## config.mk

```make
export PLATFORM = sky130hd
export DESIGN_NAME = ysyx_25030077_sim_monitor
export DESIGN_NICKNAME = d
export VERILOG_FILES = /design/src/rtl/ysyx_25030077_sim_pkg.sv /design/src/rtl/ysyx_25030077_trap_arbiter.sv /design/src/rtl/ysyx_25030077_sim_monitor.sv
export SDC_FILE = /design/constraint.sdc
export NUM_CORES = 1
export LEC_CHECK = 0
export ABC_AREA = 1
export CAP_MARGIN = 5
export CORE_UTILIZATION = 38
export DETAILED_ROUTE_END_ITERATION = 6
export PLACE_DENSITY_LB_ADDON = 0.12
export SLEW_MARGIN = 20
export SYNTH_ARGS = -nofsm -noshare
export SYNTH_HDL_FRONTEND = slang
export SYNTH_SLANG_ARGS = --single-unit
```

## constraint.sdc

```tcl
create_clock -name clk -period 8.4 [get_ports clk]
set_clock_uncertainty 0.2 [all_clocks]
set_input_delay 1.68 -clock clk [delete_from_list [all_inputs] [get_ports clk]]
set_output_delay 1.68 -clock clk [all_outputs]
set_load 0.05 [all_outputs]
```

## src/rtl/ysyx_25030077_sim_pkg.sv

```systemverilog
// Shared types and constants for the simulation-exit monitor.
package ysyx_25030077_sim_pkg;

    typedef enum logic [1:0] {
        RUN   = 2'd0,
        DRAIN = 2'd1,
        DONE  = 2'd2
    } state_e;

    localparam logic [7:0] EXIT_CODE_BADTRAP = 8'hFF;
    localparam logic [7:0] EXIT_CODE_TIMEOUT = 8'hFE;
    localparam logic [7:0] EXIT_CODE_HANG    = 8'hFD;

    // Watchdog causes sit just above the trap channels (1..NUM_SRC).
    localparam int CAUSE_TIMEOUT_OFS = 1;
    localparam int CAUSE_HANG_OFS    = 2;

endpackage

```

## src/rtl/ysyx_25030077_trap_arbiter.sv

```systemverilog
// Fixed-priority encoder: lowest trap channel > timeout > hang.
module ysyx_25030077_trap_arbiter
    import ysyx_25030077_sim_pkg::*;
#(
    parameter int NUM_SRC = 2,
    parameter int CW      = $clog2(NUM_SRC + 3)
) (
    input  logic [NUM_SRC-1:0] trap_req,
    input  logic               timeout,
    input  logic               hang,
    output logic               evt_valid,
    output logic [CW-1:0]      evt_cause
);

    // Later assignments override earlier ones, so walk from lowest to highest priority.
    always_comb begin
        evt_valid = (|trap_req) | timeout | hang;
        evt_cause = '0;
        if (hang)
            evt_cause = CW'(NUM_SRC + CAUSE_HANG_OFS);
        if (timeout)
            evt_cause = CW'(NUM_SRC + CAUSE_TIMEOUT_OFS);
        for (int i = NUM_SRC - 1; i >= 0; i--) begin
            if (trap_req[i])
                evt_cause = CW'(i + 1);
        end
    end

endmodule

```

## src/rtl/ysyx_25030077_sim_monitor.sv

```systemverilog
// Simulation-exit monitor: arbitrates trap requests and watchdogs, drains,
// then halts with latched cause / exit code / PC / counters.
// Optional macro YSYX_25030077_SIM_FINISH_EN: print a summary and $finish on DONE entry.
module ysyx_25030077_sim_monitor
    import ysyx_25030077_sim_pkg::*;
#(
    parameter  int XLEN         = 32,
    parameter  int NUM_SRC      = 2,
    parameter  int HANG_LIMIT   = 1024,
    parameter  int DRAIN_CYCLES = 4,
    localparam int CW           = $clog2(NUM_SRC + 3)
) (
    input  logic               clk,
    input  logic               reset,
    input  logic               commit_valid,
    input  logic [XLEN-1:0]    commit_pc,
    input  logic [XLEN-1:0]    a0_value,
    input  logic [NUM_SRC-1:0] trap_req,
    input  logic [63:0]        max_cycles,
    output logic               halted,
    output logic               good_trap,
    output logic [CW-1:0]      exit_cause,
    output logic [7:0]         exit_code,
    output logic [XLEN-1:0]    exit_pc,
    output logic [63:0]        cycle_cnt,
    output logic [63:0]        instr_cnt
);

    localparam int IW = $clog2(HANG_LIMIT + 1);
    localparam int DW = $clog2(DRAIN_CYCLES + 1);

    state_e            state, next_state;
    logic [IW-1:0]     idle_cnt;
    logic [DW-1:0]     drain_cnt;
    logic [XLEN-1:0]   last_pc;
    logic              in_run;
    logic              timeout_hit;
    logic              hang_hit;
    logic              evt_valid;
    logic              evt_fire;
    logic [CW-1:0]     evt_cause;
    logic [7:0]        code_sel;
    logic              drain_last;
    logic              unused_a0_hi;

    assign unused_a0_hi = ^a0_value[XLEN-1:8];

    assign in_run      = (state == RUN);
    // cycle_cnt still holds the count before this cycle, so +1 names the current cycle.
    assign timeout_hit = (max_cycles != 64'd0) && ((cycle_cnt + 64'd1) == max_cycles);
    assign hang_hit    = !commit_valid && (idle_cnt == IW'(HANG_LIMIT - 1));
    assign drain_last  = (drain_cnt == DW'(DRAIN_CYCLES - 1));
    assign evt_fire    = in_run && evt_valid;

    ysyx_25030077_trap_arbiter #(
        .NUM_SRC (NUM_SRC),
        .CW      (CW)
    ) u_arb (
        .trap_req  (trap_req),
        .timeout   (timeout_hit),
        .hang      (hang_hit),
        .evt_valid (evt_valid),
        .evt_cause (evt_cause)
    );

    // Exit code implied by the winning cause.
    always_comb begin
        code_sel = EXIT_CODE_HANG;
        if (evt_cause == CW'(1))
            code_sel = a0_value[7:0];
        else if (evt_cause <= CW'(NUM_SRC))
            code_sel = EXIT_CODE_BADTRAP;
        else if (evt_cause == CW'(NUM_SRC + CAUSE_TIMEOUT_OFS))
            code_sel = EXIT_CODE_TIMEOUT;
    end

    // FSM state register.
    always_ff @(posedge clk) begin
        if (!reset)
            state <= RUN;
        else
            state <= next_state;
    end

    // FSM next-state: RUN until an event, DRAIN for DRAIN_CYCLES, DONE forever.
    always_comb begin
        next_state = state;
        case (state)
            RUN:     if (evt_fire)   next_state = DRAIN;
            DRAIN:   if (drain_last) next_state = DONE;
            DONE:    next_state = DONE;
            default: next_state = RUN;
        endcase
    end

    // FSM outputs.
    always_comb begin
        halted    = (state == DONE);
        good_trap = halted && (exit_code == 8'h00);
    end

    // Drain timer, counts cycles spent in DRAIN.
    always_ff @(posedge clk) begin
        if (!reset)
            drain_cnt <= '0;
        else if (state == DRAIN)
            drain_cnt <= drain_cnt + DW'(1);
        else
            drain_cnt <= '0;
    end

    // Run-time counters; the event cycle itself is still counted, then they freeze.
    always_ff @(posedge clk) begin
        if (!reset) begin
            cycle_cnt <= '0;
            instr_cnt <= '0;
            last_pc   <= '0;
            idle_cnt  <= '0;
        end else if (in_run) begin
            cycle_cnt <= cycle_cnt + 64'd1;
            if (commit_valid) begin
                instr_cnt <= instr_cnt + 64'd1;
                last_pc   <= commit_pc;
                idle_cnt  <= '0;
            end else if (idle_cnt != IW'(HANG_LIMIT)) begin
                idle_cnt  <= idle_cnt + IW'(1);
            end
        end
    end

    // Exit record captured on the event cycle.
    always_ff @(posedge clk) begin
        if (!reset) begin
            exit_cause <= '0;
            exit_code  <= '0;
            exit_pc    <= '0;
        end else if (evt_fire) begin
            exit_cause <= evt_cause;
            exit_code  <= code_sel;
            exit_pc    <= commit_valid ? commit_pc : last_pc;
        end
    end

`ifdef YSYX_25030077_SIM_FINISH_EN
    // Report and end the simulation on the cycle that enters DONE.
    always @(posedge clk) begin
        if (reset && state == DRAIN && next_state == DONE) begin
            $display("sim_monitor: cause=%0d exit_code=0x%02h exit_pc=0x%h cycles=%0d instrs=%0d",
                     exit_cause, exit_code, exit_pc, cycle_cnt, instr_cnt);
            if (exit_code == 8'h00)
                $display("HIT GOOD TRAP");
            else
                $display("HIT BAD TRAP");
            $finish;
        end
    end
`else
    // Synthesizable build: the block simply halts and holds its outputs.
`endif

endmodule

```

Yosys cells after proc, flatten, opt, wreduce, memory -nomap -nowiden

Index checks and enable logic that the tools add are counted.

Word-level logic and storage cells: 53
Bits in registers: 219
Output and inout port bits: 173
Input bits: 133

Add/sub/neg operators: 4
Order comparisons: 1
Equal/unequal tests: 10
Muxes and demuxes: 13
Reductions and logical operators: 14
Bitwise operators: 2

Operators by type and width:

| cell                    | number |
|---|---|
| $add A64 B1 Y64 const B | 2 |
| $eq A64 B64 Y1          | 1 |
| $reduce_bool A64 Y1     | 1 |
| $mux W32                | 1 |
| $mux W11                | 2 |
| $mux W3                 | 4 |
| $add A11 B1 Y11 const B | 1 |
| $eq A11 B10 Y1 const B  | 1 |
| $ne A11 B11 Y1 const B  | 1 |
| $logic_not A8 Y1        | 1 |
| $mux W2                 | 4 |
| $mux W8                 | 1 |
| $reduce_and A2 Y1       | 4 |
| $eq A3 B2 Y1 const B    | 2 |
| $pmux W2 S3             | 1 |
| $logic_and A1 B1 Y1     | 4 |
| $add A3 B1 Y3 const B   | 1 |
| $eq A3 B1 Y1 const B    | 1 |
| $le A3 B2 Y1 const B    | 1 |
| $eq A2 B1 Y1 const B    | 1 |
| $eq A2 B2 Y1 const B    | 1 |
| $logic_not A2 Y1        | 1 |
| $ne A2 B1 Y1 const B    | 1 |
| $ne A2 B2 Y1 const B    | 1 |
| 4 further kinds         | 5 |

Logic depth before layout (Yosys ltp)

Word-level depth: 10
Mapped depth: 23
Gate-level depth less buffers: 22

By module

From an unflattened synthesis, not the netlist that was laid out.

Cell total of the unflattened synthesis: 2,221
Area, all modules: 13,529.2 um2

Modules (own cells, without submodules):

| module                     | cells an instance | times used | sequential area each (um2) | area each (um2) |
|---|---|---|---|---|
| ysyx_25030077_sim_monitor  | 2,212             | 1          | 4,384.2                    | 13,490.4 |
| ysyx_25030077_trap_arbiter | 9                 | 1          | 0.0                        | 38.8 |

Worst setup path after synthesis

No wires, ideal clock.

Kind: register -> output
From: register state[0]
To: output port good_trap
Setup slack: 4,027 ps
Arrival time: 2,493 ps
Data required time: 6,520 ps
Stages on the path, launching flop included: 5
Path buffers: 0
Cell sequence: dfxtp_1 > inv_1 > ha_1 > nand3_1 > nor4_1

Word-level cells in the longest chain between the ends: 2

Ends and longest elaborated chain:

| what                   | RTL line                        | text |
|---|---|---|
| start, declared        | ysyx_25030077_sim_monitor.sv:32 | `state_e state, next_state;` |
| start signal, assigned | ysyx_25030077_sim_monitor.sv:82 | `state <= next_state;` |
| $eq A2 B2 Y1           | ysyx_25030077_sim_monitor.sv:98 | `halted = (state == DONE);` |
| named net halted       | ysyx_25030077_sim_monitor.sv:20 | `output logic halted,` |
| $logic_and A1 B1 Y1    | ysyx_25030077_sim_monitor.sv:99 | `good_trap = halted && (exit_code == 8'h00);` |
| end, declared          | ysyx_25030077_sim_monitor.sv:21 | `output logic good_trap,` |

The timed path passes the listed nets, and every way through them passes these cells.

==> qor.csv <==
metric,value,unit
Post-synth EDFFs,0,
"Seq/Total Area, Yosys",33.2,%
setup TNS,0,ns
NumNets Final,2541,
Final Cycle Share,55.5,%
R2R cell count,21,
Starting Density,39.0,%
CP Data Required Time,8.65,ns
share of the synthesized area in the top cell type,33.2,%
Max-slew headroom,36.9,%
Hold WC Path Type,reg -> reg,
DRC,0,
die height,189,um
Syn Std Cell Area,0.0132,mm2
Post-Syn Instances,2140,
number of global-route vias before repair,13800,
leading area contributor after synthesis,dfxtp_1,
row count,67,
initial DRC count,879,
CTS H-Tree Depth,1,
slack of the worst reg-to-reg path,3.79,ns
DP HPWL,34.9,mm
Critical Path End,instr_cnt[61],
clock latency on the worst-skew pair,0.57,ns
WL/cell,16.2,um
synth-to-layout area growth,31.0,%
Syn. warnings,0,
Worst-Margin Slew,0.946,ns
Vias,14700,
Worst-path clk slew,0.06,ns
Final Critical Period,4.66,ns
Post-Route WL,46.4,mm
clk sink count,219,
Mapped Avg Cell Area,6.18,um2
Area contributors post-synth,"dfxtp_1, nand2_1, inv_1",
# setup viols final,0,
Port Buf Inserts,281,
Crit Path Max Fanout,68,
first-pass GRT wire length,72.4,mm
worst vdd ir,0.000188,V
Static Leak,7.02,nW
"Hold Violations, Final",0,
Max clock buf depth,3,
CP endpoint kind,register,
Syn Nets,2282,
max-slew violations,0,
P per Cell Area,282,mW/mm2
largest net degree at the start of global routing,86,
RSZ-0062 raised after global routing,no,
"top cells by count, synth","nand2_1, inv_1, nor2_1",
Routed Antenna Nets,0,
antenna violations before repair,2,
die width,189,um
Yosys reg bits,219,
CTS Buf Count,27,
gpl congestion,0.968,
fin util,51.2,%
routed vias/inst,5.11,
RR Endpoint,exit_code[0],
CTS tree,built,
startpoint types,input port,
# resized after CTS,0,
Crit. Startpoint,commit_valid,
Max Cap Viol,0,
Die ar.,0.0355,mm2
async set or reset register ratio after synthesis,0,%
Post-CTS Hold Fix Bufs,0,
ys flop type,dfxtp_1,
number of buffers added for setup after CTS,0,
CTS Root Cell,clkbuf_16,
drt pass-1 iters,5,
status,"complete, no violations",
overall routing resource usage,25.4,%
WS Path Type,in -> reg,
Core Area,0.0339,mm2
Yosys cell types,46,
top-count cell post-synth,nand2_1,
share of cells above drive strength 1,4.09,%
Critical R2R Launch,cycle_cnt[1],
total gr overflow,0,
critical path arrival,4.91,ns
Max Fclk,215,MHz
# IOs,306,
-- metal layers --
metal | GRT usage (%) | share of wire, %
met1 | 31.5 | 43
met2 | 43.4 | 46
met3 | 4.92 | 7.0
met4 | 9.55 | 3.8
met5 | 0 | 0
-- area by class of cell --
type / instances / area (um2)
inverters: 352 / 1320
fillers: 3496 / 16500
clock buffers: 39 / 821
well taps: 448 / 561
multi-input cells: 1513 / 7260
flip-flops and latches: 219 / 4380
repair buffers: 286 / 2840
diodes: 2 / 5.00
clock inverters: 11 / 126
-- critical path, stage by stage --
cell and delay [ns]:
buf_2 0.07, buf_4 0.48, nand2_2 0.20, inv_2 0.18, nand2_1 0.09, nor3_2 0.19
nand2_1 0.12, nor2_2 0.15, nand2_1 0.09, nor3_1 0.31, nand3_1 0.22, nor2_1 0.28
nand2_1 0.10, nor2_1 0.15, nand3_1 0.13, nor2_1 0.10, nand4_1 0.10, o21ai_0 0.16
a21oi_1 0.05
-- how the worst min path moves through the flow --
stage,from,end,slack (ns),depth (start not counted)
after floorplan,drain_cnt[0],drain_cnt[0],0.20,1
after global placement,drain_cnt[0],drain_cnt[0],0.21,1
after detailed placement,drain_cnt[0],drain_cnt[0],0.22,1
after CTS,drain_cnt[0],drain_cnt[0],0.22,1
after global routing,drain_cnt[0],drain_cnt[0],0.26,1
final,drain_cnt[0],drain_cnt[0],0.22,1
-- flip-flops by register name, summed over array words and instances, names as in the netlist --
| name | cells |
|---|---|
| state | 2 |
| instr_cnt | 64 |
| exit_cause | 3 |
| last_pc | 32 |
| exit_code | 8 |
| idle_cnt | 11 |
| exit_pc | 32 |
| drain_cnt | 3 |
| cycle_cnt | 64 |
-- logic make-up (layout without fill, tap and decap cells) --
kind of cell    after synthesis  count (layout)  synth area share (%)
simple gates               1098            1098                  35.7
buf+inv                     408             688                  12.0
compound gates              364             364                  14.6
flops                       219             219                  33.2
xor+xnor                     42              42                  3.72
fa+ha+maj                     9               9                 0.852
other cells                   0               2                     0
-- layout by cell type, fill, tap and decap left out, types with 7 or more instances in the layout --
master           count
nor4_1              18
o22ai_1             32
nor3_1              30
nand2_1            493
nand2_2              7
inv_1              346
xnor3_1              9
o21ai_0            144
nor2_1             304
clkdlybuf4s50_1    279
o211ai_1            14
nand3_1            154
a21oi_1            116
nor2_2              11
o21ai_1             42
xor2_1              30
ha_1                 8
dfxtp_1            219
nand4_1             52
clkbuf_16           27
clkbuf_8            10
nor2_4               7
-- stage by stage --
stage	std cells	instance area (um2)	setup WS (ns)	hold WS (ns)	power (W)
after floorplan	2140	13200	4.03	0.199	0.00299
after global placement	2818	16400	3.25	0.209	0.00363
after detailed placement	2818	16400	3.21	0.216	0.00366
after CTS	2868	17300	3.80	0.224	0.00491
after global routing	2870	17300	3.34	0.262	0.00517
final	2870	17300	3.74	0.220	0.00488
-- report_power, final --
group	total [W]	leakage, nW	internal [W]	switching [W]
Combinational	0.00216	4.75	0.000692	0.00147
Clock	0.00123	0.473	0.000740	0.000491
Sequential	0.00148	1.79	0.00126	0.000220
Total	0.00488	7.02	0.00270	0.00218
(Power assumes the default switching activity.)
